File: src/rtl/multicycle_adder.sv
// Multi-cycle ripple adder/subtractor: adds CHUNK bits per clock over WIDTH/CHUNK cycles.
// The result, carry-out and two's-complement overflow are valid during the one-cycle done pulse.
module multicycle_adder #(
  parameter int WIDTH = 16,
  parameter int CHUNK = 4
) (
  input  logic             Clock,
  input  logic             Resetn,
  input  logic             start,
  input  logic             sub,
  input  logic             ci,
  input  logic [WIDTH-1:0] A,
  input  logic [WIDTH-1:0] B,
  output logic             busy,
  output logic             done,
  output logic [WIDTH-1:0] S,
  output logic             co,
  output logic             ovf
);

  localparam int NCHUNK = WIDTH / CHUNK;
  localparam int IW     = (NCHUNK > 1) ? $clog2(NCHUNK) : 1;

  localparam logic [1:0] IDLE = 2'd0;
  localparam logic [1:0] BUSY = 2'd1;
  localparam logic [1:0] DONE = 2'd2;

  localparam logic [IW-1:0] LAST = IW'(NCHUNK - 1);

  logic [1:0]       state_q, state_d;
  logic [IW-1:0]    idx_q, idx_d;
  logic [WIDTH-1:0] a_q, a_d, b_q, b_d, s_q, s_d;
  logic             cy_q, cy_d, co_q, co_d, ovf_q, ovf_d;

  logic [CHUNK:0]   csum;
  logic [31:0]      base;
  logic             cin_msb;

  always_comb begin
    state_d = state_q;
    idx_d   = idx_q;
    a_d     = a_q;
    b_d     = b_q;
    s_d     = s_q;
    cy_d    = cy_q;
    co_d    = co_q;
    ovf_d   = ovf_q;

    base    = 32'(idx_q) * 32'(CHUNK);
    csum    = {1'b0, a_q[base +: CHUNK]} + {1'b0, b_q[base +: CHUNK]} + (CHUNK+1)'(cy_q);
    // On the final chunk csum[CHUNK-1] is the result MSB, so this recovers the carry into it.
    cin_msb = a_q[WIDTH-1] ^ b_q[WIDTH-1] ^ csum[CHUNK-1];

    case (state_q)
      IDLE: begin
        if (start) begin
          a_d     = A;
          b_d     = sub ? ~B : B;
          cy_d    = sub ? 1'b1 : ci;
          s_d     = '0;
          co_d    = 1'b0;
          ovf_d   = 1'b0;
          idx_d   = '0;
          state_d = BUSY;
        end
      end
      BUSY: begin
        s_d[base +: CHUNK] = csum[CHUNK-1:0];
        cy_d  = csum[CHUNK];
        idx_d = idx_q + IW'(1);
        if (idx_q == LAST) begin
          co_d    = csum[CHUNK];
          ovf_d   = cin_msb ^ csum[CHUNK];
          state_d = DONE;
        end
      end
      DONE:    state_d = IDLE;
      default: state_d = IDLE;
    endcase
  end

  always_ff @(posedge Clock or negedge Resetn) begin
    if (!Resetn) begin
      state_q <= IDLE;
      idx_q   <= '0;
      a_q     <= '0;
      b_q     <= '0;
      s_q     <= '0;
      cy_q    <= 1'b0;
      co_q    <= 1'b0;
      ovf_q   <= 1'b0;
    end else begin
      state_q <= state_d;
      idx_q   <= idx_d;
      a_q     <= a_d;
      b_q     <= b_d;
      s_q     <= s_d;
      cy_q    <= cy_d;
      co_q    <= co_d;
      ovf_q   <= ovf_d;
    end
  end

  assign busy = (state_q != IDLE);
  assign done = (state_q == DONE);
  assign S    = s_q;
  assign co   = co_q;
  assign ovf  = ovf_q;

endmodule

File: config.mk
export PLATFORM = sky130hd
export DESIGN_NAME = multicycle_adder
export DESIGN_NICKNAME = d
export VERILOG_FILES = /design/src/rtl/multicycle_adder.sv
export SDC_FILE = /design/constraint.sdc
export NUM_CORES = 1
export LEC_CHECK = 0
export ABC_AREA = 1
export CAP_MARGIN = 10
export CORE_MARGIN = 10
export CORE_UTILIZATION = 45
export CTS_CLUSTER_SIZE = 10
export DETAILED_ROUTE_END_ITERATION = 16
export PLACE_DENSITY = 0.83
export SLEW_MARGIN = 25
export SYNTH_ARGS = -nofsm -noshare
export SYNTH_HDL_FRONTEND = slang
export SYNTH_SLANG_ARGS = --single-unit
File: constraint.sdc
create_clock -name Clock -period 2.95 [get_ports Clock]
set_clock_uncertainty 0.1 [all_clocks]
set_input_delay 0.295 -clock Clock [delete_from_list [all_inputs] [get_ports Clock]]
set_output_delay 0.295 -clock Clock [all_outputs]
set_load 0.02 [all_outputs]
==> flow_metrics.py, run 1 <==
metrics = {
    "clocking": {
        "cts_resized": 0,
        "cts_buffer_depth": 2,
        "root_buffer": "clkbuf_8",
        "clock-sinks": 55,
        "cts_hold_buf": 0,
        "clk_pin_slew_ns": 0.09,
        "insertion_delay_ns": 0.31,
        "cts_tree": "yes",
        "post_cts_buffers": 0,
        "cts-htree-levels": 2,
        "numCtsBuffers": 5,
    },
    "placed_design": {
        "io_buffers": 56,
        "dpl.hpwl_um": 4840,
        "placedInstanceArea_sq_um": 3370,
        "globalplace.congestion": 0.891,
    },
    "logic_synthesis": {
        "synth_top_family_by_area": "simple AND/OR/NAND/NOR gates",
        "yosysUniqueCellTypes": 26,
        "ys_seq_elements": 55,
        "muxShareOfSynthArea_pct": 0,
        "async_flop_share_pct": 100,
        "avgSynthCellArea_sq_um": 8.64,
        "yosys_warnings": 0,
        "synth_flop_cell": "dfrtp_1",
        "synthAdderAreaFrac_pct": 5.05,
        "syn_area_sq_um": 2770,
        "synth_compound_area_share_pct": 12.7,
        "synthSimpleGateAreaFrac_pct": 20.8,
        "synth_nets": 368,
        "synth_xor_area_share_pct": 5.37,
        "yosysSeqAreaShare_pct": 49.6,
        "synthCells": 321,
        "synth-edff-count": 0,
    },
    "routing": {
        "drc": 0,
        "wirelength_um": 6220,
        "via_per_inst": 5.11,
        "ant_nets": 0,
        "drtPass1Iterations": 6,
        "first_iter_violations": 110,
        "vias": 2303,
        "wl_per_cell_um": 13.8,
    },
    "layout": {
        "area_delta_synth_final_pct": 25.1,
        "final_area_sq_um": 3470,
        "nNetsFinal": 423,
        "drive_above_1_share_pct": 6.65,
        "final_util_pct": 58.3,
        "insertedDiodeCount": 0,
    },
    "timing": {
        "max_freq_ghz": 0.381,
        "finalMaxSlewViolations": 0,
        "fin_crit_ns": 2.63,
        "setup_viol": 0,
        "timing.final.crit_share_pct": 89.1,
        "worstMarginPinSlew_ns": 0.857,
        "rsz0062_at_grt": "no",
        "tns_ns": 0,
        "relSlewSlack_pct": 42.7,
        "hold_viol": 0,
    },
    "run": {
        "drv_cap": 0,
    },
    "floorplanning": {
        "die_h_um": 98.5,
        "start_util_pct": 46.6,
        "ioPinCount": 57,
        "die_area_sq_um": 9700,
        "row_count": 28,
        "fp.dieW_um": 98.5,
        "core_sq_um": 5960,
    },
    "power_and_ir_drop": {
        "vdd.ir_drop.worst_v": 0.000678,
        "p_leak_nw": 1.60,
        "cellPowerDensity_nw_per_um2": 1200,
    },
    "global_route": {
        "antenna_found_initial": 0,
        "grt_pass1_vias": 2465,
        "overflow": 0,
        "grtUsageTotal_pct": 13.2,
        "grt_max_degree": 56,
        "grt_pass1_wl_um": 11000,
    },
    "worst_setup_path": {
        "worstReg2RegStart": "idx_q[0]",
        "worst-path-max-fanout": 15,
        "rr_worst_depth": 11,
        "reg2reg_to": "ovf",
        "critPathSlowestCell": "dfrtp_2",
        "max_stage_delay_ns": 0.51,
        "arrival_ns": 2.73,
        "end_kind": "flip-flop",
        "required_ns": 3.05,
        "path_cells": "inv_1 > o21ai_0 > o22ai_1 > fa_1 > fa_1 > nand3_1 > nand2_1 > nand2_1 > nand3_1 > nand3_1 > nand2_1",
        "crit_type": "flip-flop to flip-flop",
        "start_kind": "flip-flop",
        "r2r_slack_ns": 0.32,
    },
    "hold_path": {
        "hold_path_class": "input pin to async pin",
    },
    "run_status": {
        "status": "finished, final reports clean",
    },
}
[layout by cell type, fill, tap and decap left out, types with 3 or more instances in the layout]
master           count
o31ai_1              3
buf_4                5
inv_1               17
o21ai_0             41
nand3_1             17
nand2_1             95
ha_1                 8
clkbuf_8             5
dfrtp_1             54
o22ai_1             13
inv_2                3
clkdlybuf4s50_1     55
nor2_1              19
o21ai_1              5
xnor2_1             17
[worst max path at each step]
stage | cells after the start | to | start | slack, ns
final | 11 | ovf | idx_q[0] | 0.32
after global routing | 12 | ovf | idx_q[0] | 0.11
after CTS | 11 | ovf | idx_q[0] | 0.20
after detailed placement | 11 | ovf | idx_q[0] | 0.25
after global placement | 9 | S[14] | idx_q[0] | 0.36
after floorplan | 11 | ovf | idx_q[1] | 0.57
[cell type report]
type,instances,area [sq um]
fillers,554,2480
flip-flops and latches,55,1380
multi-input cells,231,1220
well taps,75,93.8
repair buffers,61,593
inverters,22,85.1
clock buffers,6,72.6
clock inverters,1,30.0
[logic make-up after synthesis]
logic type	Yosys count
compound gates	65
xor+xnor	17
fa+ha+maj	10
buf+inv	35
flops	55
simple gates	139
[synthesized netlist by cell type, types with 2 or more instances]
master,instances,area [sq um]
nand2_2,2,12.5
buf_6,4,45.0
ha_1,8,100
dfrtp_1,55,1380
nand2_1,95,357
nor2_1,19,71.3
a21oi_1,2,10.0
o21ai_1,5,25.0
nor2_2,2,12.5
o22ai_1,13,81.3
fa_1,2,40.0
clkbuf_1,3,11.3
nand3_1,17,85.1
inv_2,3,11.3
xnor2_1,17,149
o31ai_1,3,22.5
o21ai_0,41,205
nand3_2,2,20.0
buf_2,3,15.0
buf_4,3,22.5
inv_1,17,63.8
[metrics by stage]
stage	total power, mW	hold slack, ns	std cells	setup slack, ns
6_report	4.15	0.00962	451	0.322
5_1_grt	4.54	0.0637	451	0.109
4_1_cts	4.15	0.0302	451	0.195
3_5_place_dp	3.67	0.363	444	0.246
3_3_place_gp	3.56	0.348	444	0.361
2_1_floorplan	2.96	-0.101	321	0.575
[report_power, final]
part	switching (mW)	total [mW]	internal, mW	leakage (nW)
sequential	0.223	1.32	1.09	0.705
combinational	1.45	2.36	0.912	0.842
clock	0.228	0.477	0.249	0.0513
total	1.90	4.15	2.25	1.60
[layer usage]
layer	vias up	GRT usage (%)	wire, um
li1	1156	-	-
met1	1079	15.0	2600
met2	62	22.9	3100
met3	6	4.61	443
met4	0	3.53	65
met5	-	0	0
[critical path, delay by kind of cell, from the launching register on]
kind | cells | cell delay (ns)
AOI/OAI and AO/OA | 2 | 0.30
adders and majority gates | 2 | 0.89
buffers and inverters | 1 | 0.20
DFF | 1 | 0.51
and+or+nand+nor | 6 | 0.52
[flip-flops by register name, summed over array words and instances (netlist names)]
register and count:
idx_q 2, co 1, state_q 2, cy_q 1, b_q 16, S 16, a_q 16, ovf 1
(Power assumes the default switching activity.)
==> inputs of run 2 (changes only) <==
- HOLD_SLACK_MARGIN: unset -> 0.06
==> flow_metrics.py, run 2 (synthesized netlist as in run 1, its figures left out) <==
metrics = {
    "run_status": {
        "status": "finished, final reports clean",
    },
    "routing": {
        "via_per_inst": 5.10,
        "wirelength_um": 6230,
        "ant_nets": 0,
        "wl_per_cell_um": 13.8,
        "first_iter_violations": 107,
        "vias": 2307,
        "drtPass1Iterations": 5,
        "drc": 0,
    },
    "layout": {
        "nNetsFinal": 424,
        "final_util_pct": 58.4,
        "area_delta_synth_final_pct": 25.5,
        "drive_above_1_share_pct": 6.63,
        "final_cell_mix": "nand2_1 (95), clkdlybuf4s50_1 (55), dfrtp_1 (54)",
        "stdcell_count": 452,
        "final_area_sq_um": 3480,
        "layout_commonest_cell": "nand2_1",
        "insertedDiodeCount": 0,
        "nFillCells": 553,
    },
    "worst_setup_path": {
        "required_ns": 3.05,
        "arrival_ns": 2.73,
        "r2r_slack_ns": 0.32,
        "worst-path-max-fanout": 15,
        "rr_worst_depth": 11,
        "end_kind": "flip-flop",
        "critPathSlowestCell": "dfrtp_2",
        "start_kind": "flip-flop",
        "crit_type": "flip-flop to flip-flop",
        "worstReg2RegStart": "idx_q[0]",
        "path_cells": "inv_1 > o21ai_0 > o22ai_1 > fa_1 > fa_1 > nand3_1 > nand2_1 > nand2_1 > nand3_1 > nand3_1 > nand2_1",
        "crit_family": "adder cells",
        "crit_buf_inv": 1,
        "max_stage_delay_ns": 0.52,
        "reg2reg_to": "ovf",
    },
    "placed_design": {
        "placedInstanceArea_sq_um": 3370,
        "place_inst": 444,
        "globalplace.congestion": 0.891,
        "pre_cts_slack_ns": 0.246,
        "io_buffers": 56,
        "dpl.hpwl_um": 4840,
    },
    "hold_path": {
        "hold_depth": 2,
        "min_to": "b_q[9]",
        "hold_path_class": "flip-flop to flip-flop",
        "min_from": "b_q[9]",
    },
    "clocking": {
        "root_buffer": "clkbuf_8",
        "cts-htree-levels": 2,
        "numCtsBuffers": 5,
        "clk_pin_slew_ns": 0.09,
        "clock-sinks": 55,
        "cts_buffer_depth": 2,
        "cts_tree": "yes",
        "post_cts_buffers": 0,
        "insertion_delay_ns": 0.31,
    },
    "global_route": {
        "grt_max_degree": 56,
        "overflow": 0,
        "grtUsageTotal_pct": 13.2,
        "grt_pass1_wl_um": 11000,
        "antenna_found_initial": 0,
        "grt_pass1_vias": 2471,
    },
    "timing": {
        "setup_slack_ns": 0.318,
        "tns_ns": 0,
        "finalMaxSlewViolations": 0,
        "relSlewSlack_pct": 42.6,
        "setup_viol": 0,
        "timing.final.crit_share_pct": 89.2,
        "hold_viol": 0,
        "fin_crit_ns": 2.63,
        "worstMarginPinSlew_ns": 0.858,
        "max_freq_ghz": 0.380,
        "rsz0062_at_grt": "no",
    },
    "power_and_ir_drop": {
        "p_clk_share_pct": 11.5,
        "combPwrFrac_pct": 56.8,
        "swShare_pct": 45.8,
        "p_leak_nw": 1.60,
        "cellPowerDensity_nw_per_um2": 1190,
        "p_int_mw": 2.25,
        "seqPwrFrac_pct": 31.7,
        "switchingPower_mw": 1.90,
        "vdd.ir_drop.worst_v": 0.000674,
    },
    "floorplanning": {
        "fp.dieW_um": 98.5,
        "ioPinCount": 57,
        "core_sq_um": 5960,
        "die_area_sq_um": 9700,
        "row_count": 28,
        "die_h_um": 98.5,
        "start_util_pct": 46.6,
    },
    "run": {
        "drv_cap": 0,
    },
}
==> run 2: cell count changes in the layout (fill, tap and decap cells not counted) <==
cell           change
dlygate4sd3_1      +1
==> run 2: worst reg2reg max path: stages, from the launching register on <==
cell	delay [ns]
dfrtp_2	0.52
inv_1	0.20
o21ai_0	0.19
o22ai_1	0.11
fa_1	0.47
fa_1	0.42
nand3_1	0.12
nand2_1	0.08
nand2_1	0.09
nand3_1	0.09
nand3_1	0.08
nand2_1	0.05
==> run 2: worst max path at each step <==
stage,slack [ns],endpoint,from,depth (start not counted)
after floorplan,0.57,ovf,idx_q[1],11
after global placement,0.36,S[14],idx_q[0],9
after detailed placement,0.25,ovf,idx_q[0],11
after CTS,0.20,ovf,idx_q[0],11
after global routing,0.11,ovf,idx_q[0],12
final,0.32,ovf,idx_q[0],11
==> run 2: final cells by class <==
type / count / area (sq um) / area share (%)
sequential: 55 / 1380 / 39.6
clock buffer: 6 / 72.6 / 2.08
timing repair buffer: 62 / 603 / 17.3
inverter: 22 / 85.1 / 2.44
multi-input combinational: 231 / 1220 / 35.0
clock inverter: 1 / 30.0 / 0.863
tap: 75 / 93.8 / 2.70
==> run 2: power groups by stage <==
| stage | clock [mW] | sequential (mW) | combinational, mW |
|---|---|---|---|
| 2_1_floorplan | 0 | 1.38 | 1.58 |
| 3_3_place_gp | 0 | 1.32 | 2.24 |
| 3_5_place_dp | 0 | 1.33 | 2.34 |
| 4_1_cts | 0.483 | 1.32 | 2.35 |
| 5_1_grt | 0.519 | 1.36 | 2.66 |
| 6_report | 0.478 | 1.32 | 2.36 |
==> run 2: metrics by stage <==
step / power (mW) / hold WS, ns
floorplan: 2.96 / -0.101
global placement: 3.56 / 0.348
detailed placement: 3.67 / 0.363
CTS: 4.15 / 0.388
global route: 4.54 / 0.418
finish: 4.16 / 0.388
==> run 2: per-layer routing <==
| metal | wire (um) | global-route usage (%) | part of all wire, % |
|---|---|---|---|
| met1 | 2630 | 15.0 | 42 |
| met4 | 64 | 3.53 | 1.0 |
| met3 | 459 | 4.61 | 7.4 |
| met2 | 3080 | 22.9 | 49 |
| met5 | 0 | 0 | 0 |
==> run 2: what timing repair did <==
action,in CTS,in global routing
hold buffers,1,0
resized for setup,0,1
endpoints found under the setup margin,0,3
hold endpoints to repair,55,0
==> inputs of run 3 (changes only) <==
- CORE_MARGIN: 10 -> 5
==> flow_metrics.py, run 3 (synthesized netlist as in run 1, its figures left out) <==
metrics = {
    "layout": {
        "drive_above_1_share_pct": 6.61,
        "layout_commonest_cell": "nand2_1",
        "nNetsFinal": 424,
        "final_area_sq_um": 3460,
        "final_util_pct": 58.1,
        "insertedDiodeCount": 0,
        "final_cell_mix": "nand2_1 (95), clkdlybuf4s50_1 (55), dfrtp_1 (54)",
        "area_delta_synth_final_pct": 24.7,
    },
    "floorplanning": {
        "fp.dieW_um": 88.5,
        "row_count": 28,
        "core_sq_um": 5960,
        "ioPinCount": 57,
        "die_area_sq_um": 7830,
        "start_util_pct": 46.6,
        "die_h_um": 88.5,
    },
    "global_route": {
        "antenna_found_initial": 0,
        "grt-busiest-layer": "met2",
        "grtUsageMet3_pct": 2.89,
        "grt_util_met1_pct": 20.9,
        "grt_pass1_wl_um": 10400,
        "use_met2_pct": 29.7,
        "overflow": 0,
        "grt_max_degree": 33,
        "grt_pass1_vias": 2292,
        "grtUsageTotal_pct": 17.0,
    },
    "worst_setup_path": {
        "end_kind": "flip-flop",
        "critPathSlowestCell": "dfrtp_2",
        "crit_family": "adder cells",
        "max_stage_delay_ns": 0.50,
        "arrival_ns": 2.67,
        "required_ns": 3.03,
        "crit_buf_inv": 1,
        "path_cells": "inv_1 > o21ai_0 > o22ai_1 > fa_1 > fa_1 > xnor2_1 > nor2_1 > nand2_1 > o21ai_0",
        "worst-path-max-fanout": 14,
        "start_kind": "flip-flop",
        "crit_type": "flip-flop to flip-flop",
    },
    "clocking": {
        "cts-htree-levels": 2,
        "clock-sinks": 55,
        "numCtsBuffers": 5,
        "root_buffer": "clkbuf_8",
        "clk_pin_slew_ns": 0.09,
        "insertion_delay_ns": 0.31,
        "cts_tree": "yes",
        "cts_buffer_depth": 2,
    },
    "timing": {
        "fin_crit_ns": 2.59,
        "worstMarginPinSlew_ns": 0.856,
        "relSlewSlack_pct": 42.7,
        "timing.final.crit_share_pct": 87.8,
        "setup_viol": 0,
        "finalMaxSlewViolations": 0,
        "max_freq_ghz": 0.386,
        "rsz0062_at_grt": "no",
        "tns_ns": 0,
        "hold_viol": 0,
    },
    "run": {
        "drv_cap": 0,
    },
    "placed_design": {
        "io_buffers": 56,
        "placedInstanceArea_sq_um": 3370,
        "dpl.hpwl_um": 4720,
        "globalplace.congestion": 0.862,
    },
    "power_and_ir_drop": {
        "vdd.ir_drop.worst_v": 0.000687,
        "cellPowerDensity_nw_per_um2": 1170,
        "p_leak_nw": 1.59,
        "p_total_mw": 4.06,
    },
    "routing": {
        "via_per_inst": 5.01,
        "ant_nets": 0,
        "first_iter_violations": 106,
        "wirelength_um": 6090,
        "drc": 0,
        "drtPass1Iterations": 4,
        "wl_per_cell_um": 13.5,
        "vias": 2270,
    },
    "hold_path": {
        "hold_path_class": "flip-flop to flip-flop",
    },
    "run_status": {
        "status": "finished, final reports clean",
    },
}
run 3: cell count changes in the layout (fill, tap and decap cells not counted), sizes merged:
cell / before / now
clkbuf: 6 / 7
bufinv: 1 / 0
clkinv: 1 / 2
run 3: through the flow:
step / setup slack (ns) / hold slack [ns] / cells
after floorplan: 0.575 / -0.101 / 321
after CTS: 0.214 / 0.388 / 453
final: 0.359 / 0.386 / 453
after global routing: 0.132 / 0.408 / 453
after global placement: 0.394 / 0.220 / 444
after detailed placement: 0.249 / 0.240 / 444
run 3: timing repair:
item,4_1_cts,5_1_grt
endpoints found under the hold margin,26,0
buffers inserted,0,0
hold buffers,1,0
resized for setup,0,1
endpoints found under the setup margin,0,2
run 3: worst paths after layout:
| check | startpoint | to | slack [ns] | cells past startpoint |
|---|---|---|---|---|
| worst max-delay path | idx_q[0] | S[6] | 0.36 | 9 |
| worst min-delay path | a_q[9] | a_q[9] | 0.39 | 2 |
| worst max register to register | idx_q[0] | S[6] | 0.36 | 9 |
| worst min register to register | a_q[9] | a_q[9] | 0.39 | 2 |
| max in group asynchronous | Resetn | idx_q[0] | 1.51 | 3 |
| min in group asynchronous | Resetn | S[15] | 0.43 | 2 |
run 3: layer usage:
layer | vias to the layer above | share of wire, %
met1 | 1036 | 41
li1 | 1155 | -
met3 | 14 | 5.3
met2 | 65 | 51
met5 | - | 0
met4 | 0 | 2.3
run 3: final cells by class:
class                           instances  area, sq um
Fill cell                             557         2500
Sequential cell                        55         1380
Multi-Input combinational cell        231         1220
Timing Repair Buffer                   62          603
Tap cell                               75         93.8
Inverter                               22         85.1
Clock buffer                            7         76.3
Clock inverter                          1         5.00
run 3: worst register-to-register path, delay by kind of cell (launching register included):
family          cells  cell delay (ns)
xor+xnor            1             0.26
buf+inv             1             0.19
simple gates        2             0.14
compound gates      3             0.39
flops               1             0.50
fa+ha+maj           2             0.88
run 3: report_power, final:
| part | internal, mW | switching, mW |
|---|---|---|
| registers | 1.09 | 0.234 |
| clock network | 0.167 | 0.237 |
| logic | 0.909 | 1.42 |
